$ cat src/rtl/lsu_mem_master.sv
// lsu_mem_master: load/store initiator between the MEM stage and a single-port,
// word-addressed data memory (combinational read, write on rising clk when WE).
// Loads take one READ cycle. SW takes one WRITE cycle. SB/SH read the word, merge
// the new lane and write it back. Illegal, misaligned or out-of-range requests
// finish immediately with an error and do not touch memory.
module lsu_mem_master #(
    parameter int MEM_WORDS = 64
) (
    input  logic        clk,
    input  logic        rst_n,
    input  logic        req_valid,
    output logic        req_ready,
    input  logic        req_we,
    input  logic [2:0]  req_funct3,
    input  logic [31:0] req_addr,
    input  logic [31:0] req_wdata,
    output logic        resp_valid,
    input  logic        resp_ready,
    output logic [31:0] resp_rdata,
    output logic        resp_err,
    output logic        mem_we,
    output logic [31:0] mem_a,
    output logic [31:0] mem_wd,
    input  logic [31:0] mem_rd
);

    localparam logic [1:0] ST_IDLE  = 2'd0;
    localparam logic [1:0] ST_READ  = 2'd1;
    localparam logic [1:0] ST_WRITE = 2'd2;
    localparam logic [1:0] ST_DONE  = 2'd3;

    localparam logic [31:0] LP_ADDR_LIMIT = 32'(MEM_WORDS * 4);

    localparam logic [2:0] F3_B  = 3'b000;
    localparam logic [2:0] F3_H  = 3'b001;
    localparam logic [2:0] F3_W  = 3'b010;
    localparam logic [2:0] F3_BU = 3'b100;
    localparam logic [2:0] F3_HU = 3'b101;

    logic [1:0]  r_state;
    logic [1:0]  r_lane;
    logic [2:0]  r_funct3;
    logic        r_we;
    logic [15:0] r_wdata;
    logic [31:0] r_mem_a;
    logic [31:0] r_mem_wd;
    logic [31:0] r_rdata;
    logic        r_err;

    logic        w_accept;
    logic        w_illegal;
    logic        w_misalign;
    logic        w_range;
    logic        w_err;
    logic [7:0]  w_byte;
    logic [15:0] w_half;
    logic [31:0] w_load_data;
    logic [31:0] w_merge;

    // Handshake and memory strobes decoded straight from the state, so an
    // asynchronous reset drops mem_we in the same instant.
    always_comb begin
        req_ready  = (r_state == ST_IDLE);
        resp_valid = (r_state == ST_DONE);
        mem_we     = (r_state == ST_WRITE);
        mem_a      = r_mem_a;
        mem_wd     = r_mem_wd;
        resp_rdata = r_rdata;
        resp_err   = r_err;
        w_accept   = req_valid && (r_state == ST_IDLE);
    end

    // Classify the incoming request: illegal funct3, misalignment, address range.
    always_comb begin
        if (req_we) begin
            w_illegal = (req_funct3 != F3_B) && (req_funct3 != F3_H) && (req_funct3 != F3_W);
        end else begin
            w_illegal = (req_funct3 != F3_B)  && (req_funct3 != F3_H) && (req_funct3 != F3_W) &&
                        (req_funct3 != F3_BU) && (req_funct3 != F3_HU);
        end
        w_misalign = ((req_funct3[1:0] == 2'b01) && req_addr[0]) ||
                     ((req_funct3[1:0] == 2'b10) && (req_addr[1:0] != 2'b00));
        w_range    = (req_addr >= LP_ADDR_LIMIT);
        w_err      = w_illegal || w_misalign || w_range;
    end

    // Pick the addressed lane out of the word being read and extend it.
    always_comb begin
        case (r_lane)
            2'd0:    w_byte = mem_rd[7:0];
            2'd1:    w_byte = mem_rd[15:8];
            2'd2:    w_byte = mem_rd[23:16];
            default: w_byte = mem_rd[31:24];
        endcase
        w_half = r_lane[1] ? mem_rd[31:16] : mem_rd[15:0];
        case (r_funct3)
            F3_B:    w_load_data = {{24{w_byte[7]}}, w_byte};
            F3_H:    w_load_data = {{16{w_half[15]}}, w_half};
            F3_W:    w_load_data = mem_rd;
            F3_BU:   w_load_data = {24'h0, w_byte};
            F3_HU:   w_load_data = {16'h0, w_half};
            default: w_load_data = '0;
        endcase
    end

    // Read-modify-write merge: replace the addressed byte or halfword lane.
    always_comb begin
        w_merge = mem_rd;
        if (r_funct3[1:0] == 2'b00) begin
            case (r_lane)
                2'd0:    w_merge[7:0]   = r_wdata[7:0];
                2'd1:    w_merge[15:8]  = r_wdata[7:0];
                2'd2:    w_merge[23:16] = r_wdata[7:0];
                default: w_merge[31:24] = r_wdata[7:0];
            endcase
        end else begin
            if (r_lane[1]) begin
                w_merge[31:16] = r_wdata;
            end else begin
                w_merge[15:0]  = r_wdata;
            end
        end
    end

    // Request sequencing: IDLE -> (READ) -> (WRITE) -> DONE -> IDLE.
    // The merged or load word is captured at the end of READ, so the
    // registered mem_wd is already stable for the whole WRITE cycle.
    always_ff @(posedge clk or negedge rst_n) begin
        if (!rst_n) begin
            r_state  <= ST_IDLE;
            r_lane   <= '0;
            r_funct3 <= '0;
            r_we     <= 1'b0;
            r_wdata  <= '0;
            r_mem_a  <= '0;
            r_mem_wd <= '0;
            r_rdata  <= '0;
            r_err    <= 1'b0;
        end else begin
            case (r_state)
                ST_IDLE: begin
                    if (w_accept) begin
                        r_lane   <= req_addr[1:0];
                        r_funct3 <= req_funct3;
                        r_we     <= req_we;
                        r_wdata  <= req_wdata[15:0];
                        r_mem_a  <= {req_addr[31:2], 2'b00};
                        r_rdata  <= '0;
                        r_err    <= w_err;
                        if (w_err) begin
                            r_state <= ST_DONE;
                        end else if (req_we && (req_funct3 == F3_W)) begin
                            r_mem_wd <= req_wdata;
                            r_state  <= ST_WRITE;
                        end else begin
                            r_state <= ST_READ;
                        end
                    end
                end
                ST_READ: begin
                    if (r_we) begin
                        r_mem_wd <= w_merge;
                        r_state  <= ST_WRITE;
                    end else begin
                        r_rdata <= w_load_data;
                        r_state <= ST_DONE;
                    end
                end
                ST_WRITE: begin
                    r_state <= ST_DONE;
                end
                default: begin
                    if (resp_ready) begin
                        r_state <= ST_IDLE;
                    end
                end
            endcase
        end
    end

endmodule
$ cat config.mk
export PLATFORM = sky130hd
export DESIGN_NAME = lsu_mem_master
export DESIGN_NICKNAME = d
export VERILOG_FILES = /design/src/rtl/lsu_mem_master.sv
export SDC_FILE = /design/constraint.sdc
export NUM_CORES = 1
export LEC_CHECK = 0
export CORE_MARGIN = 4
export CORE_UTILIZATION = 50
export DETAILED_ROUTE_END_ITERATION = 8
export GPL_ROUTABILITY_DRIVEN = 0
export PLACE_DENSITY = 0.86
export SLEW_MARGIN = 15
export SYNTH_ARGS = -nofsm -noshare
export SYNTH_HDL_FRONTEND = slang
export SYNTH_SLANG_ARGS = --single-unit
$ cat constraint.sdc
create_clock -name clk -period 2.8 [get_ports clk]
set_input_delay 0.56 -clock clk [delete_from_list [all_inputs] [get_ports clk]]
set_output_delay 0.56 -clock clk [all_outputs]
set_load 0.03 [all_outputs]
* Yosys cells after proc, flatten, opt, wreduce, memory -nomap -nowiden *
Index checks and enable logic that the tools add are counted.

operators by class
  mux-type cells = 25
  $lt $le $gt $ge = 1
  reductions and logical operators = 24
  eq/ne operators = 21

operators with widths
  operator                                                                              number
  32-bit 2-to-1 mux                                                                     7
  32-bit one-hot mux with 5 select lines                                                1
  32-bit one-hot mux with 2 select lines                                                2
  16-bit 2-to-1 mux                                                                     3
  32-bit by 9-bit greater-or-equal comparator with 1-bit output, second input constant  1
  8-bit 2-to-1 mux                                                                      4
  8-bit one-hot mux with 3 select lines                                                 1
  2-bit == test, second input constant                                                  4
  1-bit logical AND                                                                     8
  2-bit 2-to-1 mux                                                                      4
  2-bit by 1-bit == test with 1-bit output, second input constant                       3
  3-bit by 2-bit == test with 1-bit output, second input constant                       2
  3-bit == test, second input constant                                                  2
  2-bit logical NOT                                                                     3
  2-bit inequality test, second input constant                                          3
  3-bit inequality test, second input constant                                          2
  2-bit one-hot mux with 3 select lines                                                 1
  5-bit AND reduction                                                                   1
  2-bit by 1-bit inequality test with 1-bit output, second input constant               2
  2-bit AND reduction                                                                   2
  2-bit nonzero test                                                                    2
  4-bit nonzero test                                                                    1
  3-bit by 1-bit == test with 1-bit output, second input constant                       1
  3-bit logical NOT                                                                     1
  7 further kinds                                                                       10

storage, ports and cells
  output and inout port bits = 100
  register bits after elaboration = 119
  input port bits = 104
  word-level logic and storage cells = 80

* Logic depth before layout (Yosys ltp) *
Gate-level depths: netlist of the first run.

  depth after elaboration = 11
  gate-level depth with buffers = 7
  depth with buffers taken out = 6

* Worst setup path before layout of the first run *
No wires, ideal clock.

  path type = register to register
  start = register r_state[0]
  end = register r_mem_wd[21], in the netlist mem_wd[21]
  required time = 2.675 ns
  library setup time = 0.125 ns
  buffers on the path = 1
  setup slack = 0.647 ns
  stages on the path, launching flop included = 7
  period minus slack after synthesis = 2.153 ns
  arrival = 2.029 ns
  cells stage by stage = dfrtp_1 -> inv_1 -> ha_1 -> nand4_1 -> o31ai_4 -> buf_6 -> mux2_2

on the way
  word-level cells in the longest chain between the ends = 4
  elaborated cells between the ends (all ways) = 10
  those cells by class = 5 x eq/ne; 1 x mux; 4 x reduce/logical

RTL lines
  item                                                               RTL line  RTL
  start: declaration                                                 40        logic [1:0] r_state;
  start signal: assignment                                           130       r_state <= ST_IDLE;
  start signal: assignment                                           151       r_state <= ST_DONE;
  start signal: assignment                                           154       r_state <= ST_WRITE;
  2-bit logical NOT *                                                n/a
  named net req_ready                                                12        output logic req_ready,
  1-bit logical AND                                                  70        w_accept = req_valid && (r_state == ST_IDLE);
  2-bit by 1-bit inequality test with 1-bit output (no source line)  n/a
  5-bit AND reduction (no source line)                               n/a
  end signal: assignment                                             153       r_mem_wd <= req_wdata;
  end signal: assignment                                             162       r_mem_wd <= w_merge;
  end: declaration                                                   46        logic [31:0] r_mem_wd;

The timed path passes the listed nets; every way through them passes the cells marked *.
A chain may end at the register's enable or synchronous reset.

* Worst setup path in the final report of the first run *
  start = register r_state[0]
  end = output port req_ready

on the way
  word-level cells in the longest chain between the ends = 1

RTL lines
  item               RTL line  RTL
  2-bit logical NOT  63        req_ready = (r_state == ST_IDLE);
  end: declaration   12

Every way passes these cells.

==> impl.org, run 1 <==
** Yosys
- Summed over all instances, the cell type with the most area after synthesis is sky130_fd_sc_hd__dfrtp_1.
- Seq cells post-synth :: about 120
- Yosys mapped the design onto between 50 and 60 distinct sky130hd cell types.
- The share of synthesized area in the top cell type comes to about half.
- Number of flops mapped to enable cells by yosys :: 0
- Synth warn :: 0
- Async SR Flop Fraction :: 100%
- Average size of a mapped cell :: 11.0 um^2
- Among all flip-flop cells after synthesis, the most frequent one is sky130_fd_sc_hd__dfrtp_1.
- Synthesis handed over a netlist of around 570 instances.
- Summing the sequential cell areas from Yosys gives 48.0% of the chip area.
- Most frequent cell after synthesis :: sky130_fd_sc_hd__dfrtp_1
- Cell area after technology mapping :: 6200 um^2
- Biggest area contributors in the synthesized netlist :: sky130_fd_sc_hd__dfrtp_1, sky130_fd_sc_hd__mux2_2, sky130_fd_sc_hd__o21ai_0
- Most instantiated cells after synthesis :: sky130_fd_sc_hd__dfrtp_1, sky130_fd_sc_hd__mux2_2, sky130_fd_sc_hd__o21ai_0

** Timing
- The worst pin sits at a relative slew slack of approximately 28%.
- The max-slew violation count is 0.
- Setup violations remaining at the end of the flow were counted as 0.
- Hold Worst Slack :: about 0.16 ns
- For the pin with the worst max-slew slack, the measured transition is between 1 and 1.5 ns.
- Unrepaired setup endpoints after global routing :: no
- Share of the cycle needed by the critical path after routing :: between 90% and 100%
- Static timing analysis puts the maximum clock frequency at around 380 MHz.
- Maximum clock skew at final layout :: between 0.01 and 0.015 ns
- The hold violation total from the final report came to 0.
- Adding up every negative setup slack in the final design gives 0 ns.
- After layout, the minimum clock period comes to between 2 and 3 ns.

** Die
- The die is about 120 um wide.
- Placement row count :: 40
- The core region is approximately 12000 um^2.
- The die covers roughly 14000 um^2.
- Once the floorplan was initialized, standard cells occupied around half of the core.
- From bottom edge to top edge, the die measures roughly 120 um.
- I/O pin total :: approximately 200

** Clock network
- Clock Sinks :: around 120
- The cell sitting at the root of the clock tree is a sky130_fd_sc_hd__clkbuf_16.
- TritonCTS created 17 clock buffers.
- For this design, the CTS-stage hold fixing added 0 buffers.
- Setup fix buffers added after clock tree synthesis :: 0
- No sink is reached through more buffers than the 2 on the longest clock path.
- After clock tree synthesis, the repair step resized 0 gates.
- H-tree levels :: 4
- For the worst-skew pair, the clock arrives at the later sink with an insertion delay of 0.42 ns.
- Clock-pin slew was measured on the worst setup and hold paths at roughly 0.06 ns.
- TritonCTS built the clock tree.

** Worst setup path
- Critical Path Start Type :: flip-flop
- Data arrival at the endpoint of the critical path :: 2.07 ns
- Worst path required time :: around 2.2 ns
- CP Cell Sequence :: inv_1, ha_1, clkdlybuf4s50_1
- The worst setup path is captured at an output pin.
- The slowest stage of the critical path belongs to the cell sky130_fd_sc_hd__clkdlybuf4s50_1.
- Kind of critical path :: flip-flop to output pin
- CP startpoint :: r_state[0]
- In this run the worst path has a maximum fanout of 9.
- Critical path buffer and inverter count :: 2
- Crit Reg-Reg Startpoint :: r_state[1]
- Slowest Stage Delay on Critical Path :: 0.75 ns
- Critical path's top delay family :: buffers and inverters

** Outcome
- Outcome :: complete, no violations

** Finish
- Fraction of final layout cells sized beyond drive strength 1 :: 18.7%
- Synthesis-to-finish area growth :: 46.3%
- Filler-free cell count of the finished design :: a little over 900
- # nets final :: approximately 860
- The number of antenna diodes in the final layout is 0.
- With fillers left out, the area of the finished cells amounts to 9070 um^2.

** GRT
- The via count of the first global-routing pass was 5856.
- For this run the aggregate overflow at the end of global routing stands at 0.
- The first global-routing pass estimated approximately 32000 um of wire.
- The initial antenna violation count is 0.
- Overall routing resource usage :: 29.0%
- Entering global routing, the biggest net connects 52 pins.

** Place
- Post-DP Area :: 8360 um^2
- The count of buffers added on input and output ports is about 200.
- Half-perimeter wire length of the detailed placement result :: ~15000 um
- Counting tap cells, the placed design contains a total of about 900 instances.

** Power
- The analysis attributes to cell leakage a power of about 3.7 nW.
- Combinational cells account for a little over half of the total power.
- Internal Dissipation :: 7.25 mW
- P_sw :: roughly 5 mW
- Net switching fraction of the power :: approximately 41%
- Sequential power share :: about 26%
- Power density of the placed cells :: ~1400 nW/um^2
- Per report_power, the clock group accounts for between 20% and 30% of the total.
- IR analysis of the VDD net gives a maximum drop of just over 800 uV.

** Routing
- Vias after detailed routing :: about 5700
- Vias per Instance :: just over 6
- Before antenna repair, the detailed router went through 5 iterations.
- In the final routed layout, each cell accounts on average for around 22 um.
- Count of unresolved DRC violations after routing :: 0
- In this run, the number of DRC markers left after iteration 0 of detailed routing was between 500 and 600.
- DRT Wirelength :: just over 20000 um
- The count of nets left with antenna violations once routing finished came out at 0.

** Hold path
- Hold Path Class :: primary input to async pin

** Flow run
- Across the run, the number of max-cap violations was 0.
metal layers:
| layer | vias up | share of wire, % | track usage (%) |
|---|---|---|---|
| met4 | 0 | 3.3 | 12.5 |
| met2 | 373 | 48 | 45.7 |
| li1 | 2487 | - | - |
| met1 | 2772 | 38 | 36.8 |
| met5 | - | 0 | 0 |
| met3 | 54 | 11 | 9.12 |
final cells by class:
class                           instances  area [um^2]
Multi-Input combinational cell        387         2960
Sequential cell                       119         2980
Tap cell                              168          210
Inverter                               11         41.3
Timing Repair Buffer                  217         2180
Clock inverter                          7          185
Clock buffer                           25          515
Fill cell                             770         3000
kinds of logic (layout without fill, tap and decap cells):
logic type	Yosys count	count (layout)	synth area share, %
other	1	2	0.0605
buffers and inverters	60	260	4.44
AND/OR/NAND/NOR	129	129	10.5
AO/OA/AOI/OAI	157	157	17.5
adder cells (fa/ha/maj)	4	4	0.807
flip-flops	119	119	48.0
multiplexers	95	95	18.6
registers in the layout, summed over array words and instances, names as in the netlist:
register,flops
r_wdata,16
mem_wd,32
resp_err,1
mem_a,30
resp_rdata,32
r_funct3,3
r_we,1
r_lane,2
r_state,2
worst paths after layout:
kind                                        to  slack, ns  cells after the start
max in group asynchronous       resp_rdata[30]       1.87                      2
worst max-delay path                 req_ready       0.17                      3
worst max register to register      mem_wd[10]       0.42                      6
min in group clk                resp_rdata[14]       0.48                      2
worst min-delay path                mem_wd[14]       0.16                      1
worst min register to register  resp_rdata[14]       0.48                      2
power by group through the flow:
stage                     logic [mW]  registers (mW)  clock network (mW)
after floorplan                 2.96            4.30                   0
after global placement          6.42            3.10                   0
after detailed placement        6.56            3.15                   0
after CTS                       6.61            3.14                2.59
after global routing            7.07            3.25                2.68
final                           6.65            3.15                2.57
metrics by stage:
stage / utilization [%] / power [mW] / setup WS [ns]
4_1_cts: 75.1 / 12.3 / 0.172
2_1_floorplan: - / 7.27 / 0.647
6_report: 75.2 / 12.4 / 0.172
5_1_grt: 75.2 / 13.0 / 0.0725
3_5_place_dp: 69.3 / 9.71 / -0.0102
3_3_place_gp: 69.3 / 9.52 / 0.0624
cell usage in the layout (no fill, tap or decap), types with 3 or more instances in the layout:
cell type | netlist | routed
sky130_fd_sc_hd__buf_12 | 0 | 4
sky130_fd_sc_hd__or2_2 | 8 | 8
sky130_fd_sc_hd__a221oi_1 | 9 | 9
sky130_fd_sc_hd__buf_4 | 2 | 13
sky130_fd_sc_hd__clkdlybuf4s50_1 | 0 | 200
sky130_fd_sc_hd__a21oi_1 | 8 | 8
sky130_fd_sc_hd__o311ai_0 | 7 | 7
sky130_fd_sc_hd__a31oi_1 | 23 | 23
sky130_fd_sc_hd__nand3_1 | 16 | 16
sky130_fd_sc_hd__a222oi_1 | 8 | 8
sky130_fd_sc_hd__ha_1 | 4 | 4
sky130_fd_sc_hd__mux4_2 | 7 | 7
sky130_fd_sc_hd__nand2_1 | 44 | 43
sky130_fd_sc_hd__mux2_2 | 73 | 73
sky130_fd_sc_hd__inv_1 | 10 | 10
sky130_fd_sc_hd__nor2_1 | 23 | 23
sky130_fd_sc_hd__o311a_1 | 7 | 7
sky130_fd_sc_hd__nor2b_1 | 15 | 15
sky130_fd_sc_hd__clkbuf_16 | 0 | 17
sky130_fd_sc_hd__dfrtp_1 | 119 | 119
sky130_fd_sc_hd__o21ai_1 | 3 | 3
sky130_fd_sc_hd__o21ai_0 | 55 | 55
sky130_fd_sc_hd__bufinv_16 | 0 | 6
sky130_fd_sc_hd__a22o_1 | 16 | 16
sky130_fd_sc_hd__clkbuf_8 | 1 | 6
sky130_fd_sc_hd__mux2i_1 | 8 | 8
sky130_fd_sc_hd__nand2b_1 | 4 | 4
sky130_fd_sc_hd__o31ai_1 | 10 | 10
sky130_fd_sc_hd__nor4_1 | 6 | 6
sky130_fd_sc_hd__mux2_1 | 6 | 6
Note: power is estimated with default switching activity, not from simulation.
==> run 2: changes to the inputs <==
Settings changed: GPL_TIMING_DRIVEN set to 0.
==> run 2 against run 1 <==
  * Worst hold slack worse by 0.13 ns
  * Wire length grew 2.3%
  * Sequential power down 1%
  * Critical path depth did not move
  * Critical path type unchanged
==> impl.org, run 2 (synthesis results as in run 1) <==
** Outcome
- Outcome :: complete, no violations

** Routing
- DRT Wirelength :: 20800 um (+2.3%)
- The first-pass iteration count of the detailed router came to 5 (unchanged).
- Vias per Instance :: 6.10 (+0.15%)
- The average wire per cell in the routed design came to 21.5 um (-1.3%).
- Vias after detailed routing :: 5902 (+3.8%)
- The number of DRC markers after the initial detailed-route iteration is 685 (+17%).
- Remaining number of nets flagged by the antenna check after routing :: 0 (unchanged)
- The total DRC errors in the routed layout is 0 (unchanged).

** Worst setup path
- The worst setup path is launched from a flip-flop.
- The critical path goes through inv_1, ha_1, clkdlybuf4s50_1.
- The worst register-to-register path begins at r_state[1].
- Max stage delay cell, worst path :: sky130_fd_sc_hd__clkdlybuf4s50_1
- Kind of critical path :: flip-flop to output pin
- The worst-path maximum fanout was 9 (unchanged).
- The cell depth of the worst flop-to-flop path was 7 (+1).
- Data arrival at the endpoint of the critical path :: 2.01 ns (-0.06 ns)
- The flop-to-flop setup slack came to 0.40 ns (-0.02 ns).
- Endpoint kind of the worst setup timing path :: output pin
- The data required time at the worst endpoint came to 2.24 ns (about the same).
- In this run the critical register-to-register path is captured at resp_rdata[21].
- The maximum cell stage delay along the critical path is 0.74 ns (about the same).

** Clock network
- Number of buffers on the longest clock path :: 2 (unchanged)
- Post-cts repair resize count :: 0 (unchanged)
- The number of buffers inserted for hold repair after clock tree synthesis is 0 (unchanged).
- Clock latency reported for the late side of the worst-skew pair :: 0.42 ns (about the same)
- The buffers inserted during post-CTS setup optimization was 0 (unchanged).
- CTS root buffer :: sky130_fd_sc_hd__clkbuf_16
- Clock-pin slew of the registers on the worst-case setup and hold paths :: 0.05 ns (about the same)
- The number of buffers created by CTS was 17 (unchanged).
- Clock Sinks :: 119 (unchanged)
- TritonCTS built the clock tree.
- H-tree levels :: 4 (unchanged)

** Place
- Buffers added on ports :: 201 (unchanged)
- Worst setup timing slack at the placement stage :: -0.144 ns (-0.134 ns)
- Half-perimeter wire length of the detailed placement result :: 15900 um (+6.3%)

** Timing
- Final number of max-transition violations :: 0 (unchanged)
- Tmin final :: 2.57 ns (-0.0551 ns)
- Final setup violating endpoints :: 0 (unchanged)
- The achievable frequency is 389 MHz (+2.1%).
- The post-route clock skew is 0.00664 ns (-0.00353 ns).
- The smallest setup slack after layout is 0.227 ns (+0.0551 ns).
- The final clock period utilization by the worst path was 91.9% (-2.0 points).
- The worst-case headroom to the max-slew limit was 50.9% (+23 points).
- Slew of the pin with the lowest slew margin :: 0.727 ns (-0.353 ns)
- The hold violation total from the final report was 0 (unchanged).
- Setup repair after global routing left no endpoint under its margin.
- Aggregate negative setup slack :: 0 ns (unchanged)

** Finish
- The number of antenna diodes was 0 (unchanged).
- Synthesis-to-finish area growth :: 46.6%
- The fill cell instance count of the final layout came to 799 (+3.8%).
- Commonest cells after routing, fill and taps aside :: sky130_fd_sc_hd__clkdlybuf4s50_1, sky130_fd_sc_hd__dfrtp_1, sky130_fd_sc_hd__mux2_2, sky130_fd_sc_hd__o21ai_0, sky130_fd_sc_hd__nand2_1
- Leaving out fill and tap cells, the most frequent cell in the layout is sky130_fd_sc_hd__clkdlybuf4s50_1.
- The share of post-route cells with drive strength above 1 is 17.5% (-1.2 points).
- # nets final :: 895 (+3.9%)

** Die
- Starting utilization of the core area :: 51.4% (unchanged)
- The row count is 40 (unchanged).
- Die ar. :: 14200 um^2 (unchanged)
- I/O pin total :: 204 (unchanged)
- The die height is 119 um (unchanged).
- Die width :: 119 um (unchanged)
- Core region area :: 12100 um^2 (unchanged)

** Flow run
- Number of violations of the max-capacitance limit :: 0 (unchanged)

** Power
- The static leakage is 3.69 nW (about the same).
- Largest voltage drop on the vdd net :: 748 uV (-8.1%)
- Power density of the placed cells :: 1350 nW/um^2 (-1.0%)
- Part of the power in combinational logic :: 55.7% (+2.0 points)
- The total power consumption of the routed design came to 12.3 mW (-0.78%).
- The fraction of power consumed by the clock network came to 19.0% (-1.8 points).
- P_sw :: 5.23 mW (+2.2%)
- Internal Dissipation :: 7.04 mW (-2.9%)
- Sequential power share :: 25.4% (about the same)
- The switching part of the total came to 42.6% (+1.2 points).

** Hold path
- Hold Path Class :: primary input to async pin

** GRT
- Maximum number of pins on one net before global-route repair :: 87 (+67%)
- Final global-route overflow total :: 0 (unchanged)
- Number of global-route vias before repair :: 6143 (+4.9%)
- Antenna violations before repair :: 0 (unchanged)
- The global-route wire length before repair was 32800 um (+1.8%).
- Overall routing resource usage :: 29.6% (+0.59 points)
[run 2: how the worst max path moves through the flow]
| stage | start | to | slack [ns] | depth (start not counted) |
|---|---|---|---|---|
| floorplan | r_state[0] | mem_wd[21] | 0.65 | 6 |
| global placement | rst_n | resp_rdata[27] | -3.15 | 1 |
| detailed placement | req_funct3[0] | mem_wd[22] | -0.14 | 6 |
| CTS | r_state[1] | req_ready | 0.22 | 3 |
| global route | r_state[1] | req_ready | 0.14 | 3 |
| finish | r_state[1] | req_ready | 0.23 | 3 |
[run 2: layout make-up]
class	instances	area [um^2]	area share [%]
plain buffers	49	234	2.58
clock inverters	9	145	1.60
multi-input cells	387	2950	32.5
inverters	11	41.3	0.454
flip-flops and latches	119	2980	32.8
well taps	168	210	2.31
clock buffers	23	488	5.37
repair buffers	202	2040	22.5
[run 2: critical path: cells and delay by family, from the launching register on]
| family | cells | cell delay [ns] |
|---|---|---|
| adder cells (fa/ha/maj) | 1 | 0.34 |
| buffers and inverters | 2 | 0.85 |
| flip-flops | 1 | 0.41 |
[run 2: routing by layer]
| layer | up-vias | GRT usage (%) | wire, um |
|---|---|---|---|
| li1 | 2553 | - | - |
| met5 | - | 0 | 0 |
| met4 | 0 | 14.4 | 917 |
| met2 | 442 | 47.2 | 9640 |
| met1 | 2821 | 36.2 | 7900 |
| met3 | 86 | 9.50 | 2400 |
[run 2: through the flow]
stage	hold WS [ns]	cell area, um^2	std cells	utilization (%)
6_report	0.0292	9090	968	75.3
2_1_floorplan	0.264	6200	566	-
3_5_place_dp	0.466	8450	936	70.1
5_1_grt	0.0339	9090	968	75.3
3_3_place_gp	0.465	8420	935	69.8
4_1_cts	0.0305	9090	968	75.3
[run 2: power groups by stage]
| stage | Combinational, mW | Clock [mW] | Sequential, mW |
|---|---|---|---|
| after global placement | 6.52 | 0 | 3.07 |
| after global routing | 7.24 | 2.42 | 3.21 |
| after CTS | 6.78 | 2.34 | 3.11 |
| after detailed placement | 6.71 | 0 | 3.12 |
| after floorplan | 2.96 | 0 | 4.30 |
| final | 6.83 | 2.33 | 3.11 |
==> run 3: changes to the inputs <==
Settings changed: CORE_ASPECT_RATIO set to 2, CORE_UTILIZATION 50 to 42, PLACE_DENSITY 0.86 to 0.73.
Clock period 2.8 ns to 2.1 ns, I/O delays scaled along.
==> run 3 against run 2 <==
  * The flow now finishes with violations (setup timing)
  * Sequential share of layout area is 0.88 points lower
  * Wire length is 5.2% higher
  * Sequential power is 34% higher
  * Via count is 1.3% lower
  * Non-clock buffer count is 11 higher
  * Clock-buffer cell count is 4 lower
  * Total power is 33% higher
  * Critical path depth is 3 higher
  * Critical endpoint is now resp_rdata[9]
  * Largest cell class is now multi-input gates
  * Largest power group unchanged
==> impl.org, run 3 (synthesis results as in run 1) <==
** Routing
- First-pass DRT Iterations :: 5 (unchanged)
- DRT Wirelength :: 21900 um (+5.2%)
- Vias after detailed routing :: 5823 (-1.3%)
- Vias per Instance :: 5.81 (-4.8%)
- Remaining number of nets flagged by the antenna check after routing :: 0 (unchanged)
- The number of DRC markers after the initial detailed-route iteration was 477 (-30%).
- The average wire per cell in the routed design was 21.9 um (+1.5%).
- The total DRC errors in the routed layout came to 0 (unchanged).

** Clock network
- The clock latency reported for the late side of the worst-skew pair was 0.42 ns (about the same).
- Number of buffers on the longest clock path :: 2 (unchanged)
- The clock input transition at the sequential cells of the worst setup and hold paths was 0.06 ns (about the same).
- TritonCTS built the clock tree.
- CTS root buffer :: sky130_fd_sc_hd__clkbuf_16
- Clock Sinks :: 119 (unchanged)
- The CTS H-tree depth came to 4 (unchanged).
- Total clock buffers created by CTS :: 17 (unchanged)

** Power
- Largest voltage drop on the vdd net :: 975 uV (+30%)
- The fraction of power consumed by the clock network was 17.1% (-1.9 points).
- The switching part of the total was 44.0% (+1.4 points).
- Overall power after layout :: 16.3 mW (+33%)
- Part of the power in combinational logic :: 57.3% (+1.6 points)
- The net load switching power was 7.17 mW (+37%).
- The static leakage was 3.90 nW (+5.7%).
- The internal power came to 9.12 mW (+30%).
- The ratio of total power to cell area was 1750 nW/um^2 (+29%).
- Sequential power share :: 25.6% (+0.2 points)

** GRT
- The via count of the first global-routing pass is 6314 (+2.8%).
- Overall routing resource usage :: 26.2% (-3.4 points)
- Final global-route overflow total :: 0 (unchanged)
- Global-route wire length before repair :: 34000 um (+3.7%)
- The initial antenna violation count is 0 (unchanged).
- Maximum number of pins on one net before global-route repair :: 74 (-15%)

** Finish
- The share of post-route cells with drive strength above 1 was 22.1% (+4.6 points).
- The fill cell instance count of the final layout was 1155 (+45%).
- Leaving out fill and tap cells, the most frequent cells in the layout are sky130_fd_sc_hd__clkdlybuf4s50_1, sky130_fd_sc_hd__dfrtp_1, sky130_fd_sc_hd__mux2_2, sky130_fd_sc_hd__o21ai_0, sky130_fd_sc_hd__nand2_1.
- The area occupied by registers came to 2980 um^2 (unchanged).
- Most common library cell in the layout ignoring fill and taps :: sky130_fd_sc_hd__clkdlybuf4s50_1
- Footprint of the multi-input gates :: 3050 um^2 (+3.5%)
- From synthesis to final layout, the design area changed by 50.6%.
- The layout net count was 906 (+1.2%).
- The number of antenna diodes is 0 (unchanged).
- Filler-free cell count of the finished design :: 1003 (+3.6%)

** Hold path
- Counting instances, the worst hold path has a depth of 2.
- For hold timing, the worst endpoint is mem_a[18].
- The startpoint identified for the worst hold timing path is req_addr[18].
- Hold Path Class :: primary input to flip-flop

** Place
- The number of buffers inserted by port buffering is 201 (unchanged).
- The total placed cells including tap cells came to 960 (+2.6%).
- Worst setup timing slack at the placement stage :: -0.854 ns (-0.710 ns)
- The estimated wirelength of the detail-placed design came to 17100 um (+7.2%).

** Worst setup path
- Endpoint kind of the worst setup timing path :: flip-flop
- Critical Path Start Type :: primary input
- Length in cells of the worst reg-to-reg path :: 6 (-1)
- Data arrival at the endpoint of the critical path :: 2.40 ns (+0.39 ns)
- The worst-path maximum fanout is 8 (-1).
- Worst path required time :: 2.39 ns (+0.15 ns)
- The worst register-to-register path begins at r_lane[0].
- Kind of critical path :: primary input to flip-flop
- Register-to-register setup slack :: 0.06 ns (-0.34 ns)
- Worst reg2reg path endpoint :: mem_wd[13]

** Timing
- The smallest setup slack after layout was -0.0147 ns (-0.242 ns).
- Share of the cycle needed by the critical path after routing :: 101%
- Max frequency :: 473 MHz
- Tmin final :: 2.11 ns
- Worst rel slew slack :: 60.1% (+9.2 points)
- The hold violation total from the final report is 0 (unchanged).
- Hold Worst Slack :: 0.292 ns (+0.263 ns)
- Setup repair after global routing could not meet its margin everywhere.
- Final setup violating endpoints :: 1 (+1)
- The slew of the pin with the lowest slew margin was 0.591 ns (-0.136 ns).
- The max-slew violation count came to 0 (unchanged).
- Maximum clock skew at final layout :: 0.0127 ns (+0.00605 ns)

** Die
- The area of the core region came to 14400 um^2 (+20%).
- Starting utilization of the core area :: 43.0% (-8.4 points)
- The width of the die came to 93.9 um (-21%).
- Die ar. :: 16900 um^2 (+19%)
- The number of primary I/O pins was 204 (unchanged).
- Die height :: 180 um (+51%)
- The row count was 62 (+55%).

** Outcome
- Violated checks :: setup timing
- Outcome :: finished, violations left

** Flow run
- Number of violations of the max-capacitance limit :: 0 (unchanged)
[run 3: changes by cell type in the layout (fill, tap and decap cells not counted), moves of 4 or more]
| cell | delta |
|---|---|
| sky130_fd_sc_hd__buf_4 | +11 |
| sky130_fd_sc_hd__clkbuf_1 | -13 |
| sky130_fd_sc_hd__clkbuf_2 | +12 |
| sky130_fd_sc_hd__clkdlybuf4s50_1 | -18 |
| sky130_fd_sc_hd__clkinv_4 | +7 |
| sky130_fd_sc_hd__dlymetal6s2s_1 | +15 |
| sky130_fd_sc_hd__nor4_1 | -6 |
| sky130_fd_sc_hd__nor4_2 | +4 |
[run 3: power by group through the flow]
stage	Clock [mW]	Sequential [mW]	Combinational (mW)
after floorplan	0	5.74	3.96
after global placement	0	4.14	8.88
after detailed placement	0	4.18	9.04
after CTS	2.81	4.16	9.14
after global routing	2.91	4.30	9.97
final	2.78	4.17	9.34
[run 3: timing repair]
action,4_1_cts,5_1_grt
hold buffers,1,0
endpoints found under the hold margin,46,0
setup endpoints to repair,95,73
cloned,0,1
pin swaps,2,13
gates resized for setup,19,44
buffers inserted,5,6
[run 3: critical path, cell delays in order]
cell                              delay, ns
sky130_fd_sc_hd__clkdlybuf4s50_1       0.52
sky130_fd_sc_hd__mux4_2                0.53
sky130_fd_sc_hd__and3b_1               0.19
sky130_fd_sc_hd__clkbuf_1              0.19
sky130_fd_sc_hd__a221oi_1              0.43
sky130_fd_sc_hd__o21ai_1               0.12
[run 3: metal layers]
metal  GRT usage (%)  routed length, um
met3            7.28               1970
met4            14.9               1290
met5               0                  0
met1            26.5               7140
met2            46.7              11500
[run 3: worst max path at each step]
stage	cells past startpoint	startpoint	slack, ns	end
2_1_floorplan	6	r_state[0]	0.11	mem_wd[21]
3_3_place_gp	1	rst_n	-3.77	resp_rdata[25]
3_5_place_dp	6	req_addr[11]	-0.85	mem_wd[19]
4_1_cts	6	mem_rd[23]	0.004	resp_rdata[13]
5_1_grt	6	r_lane[0]	-0.007	mem_wd[24]
6_report	6	mem_rd[7]	-0.01	resp_rdata[9]
[run 3: stage by stage]
| stage | setup TNS [ns] | area [um^2] | utilization [%] |
|---|---|---|---|
| CTS | 0 | 9150 | 63.4 |
| detailed placement | -44.83 | 8490 | 58.8 |
| finish | -0.0147 | 9340 | 64.7 |
| floorplan | 0 | 6200 | - |
| global placement | -489.25 | 8460 | 58.6 |
| global route | -0.0121 | 9340 | 64.7 |
[run 3: final cells by class]
type | count | share of cell area (%)
buffer | 47 | 2.71
clock buffer | 19 | 4.74
clock inverter | 13 | 1.34
inverter | 11 | 0.442
multi-input combinational | 387 | 32.7
sequential | 119 | 31.9
tap | 192 | 2.57
timing repair buffer | 215 | 23.6
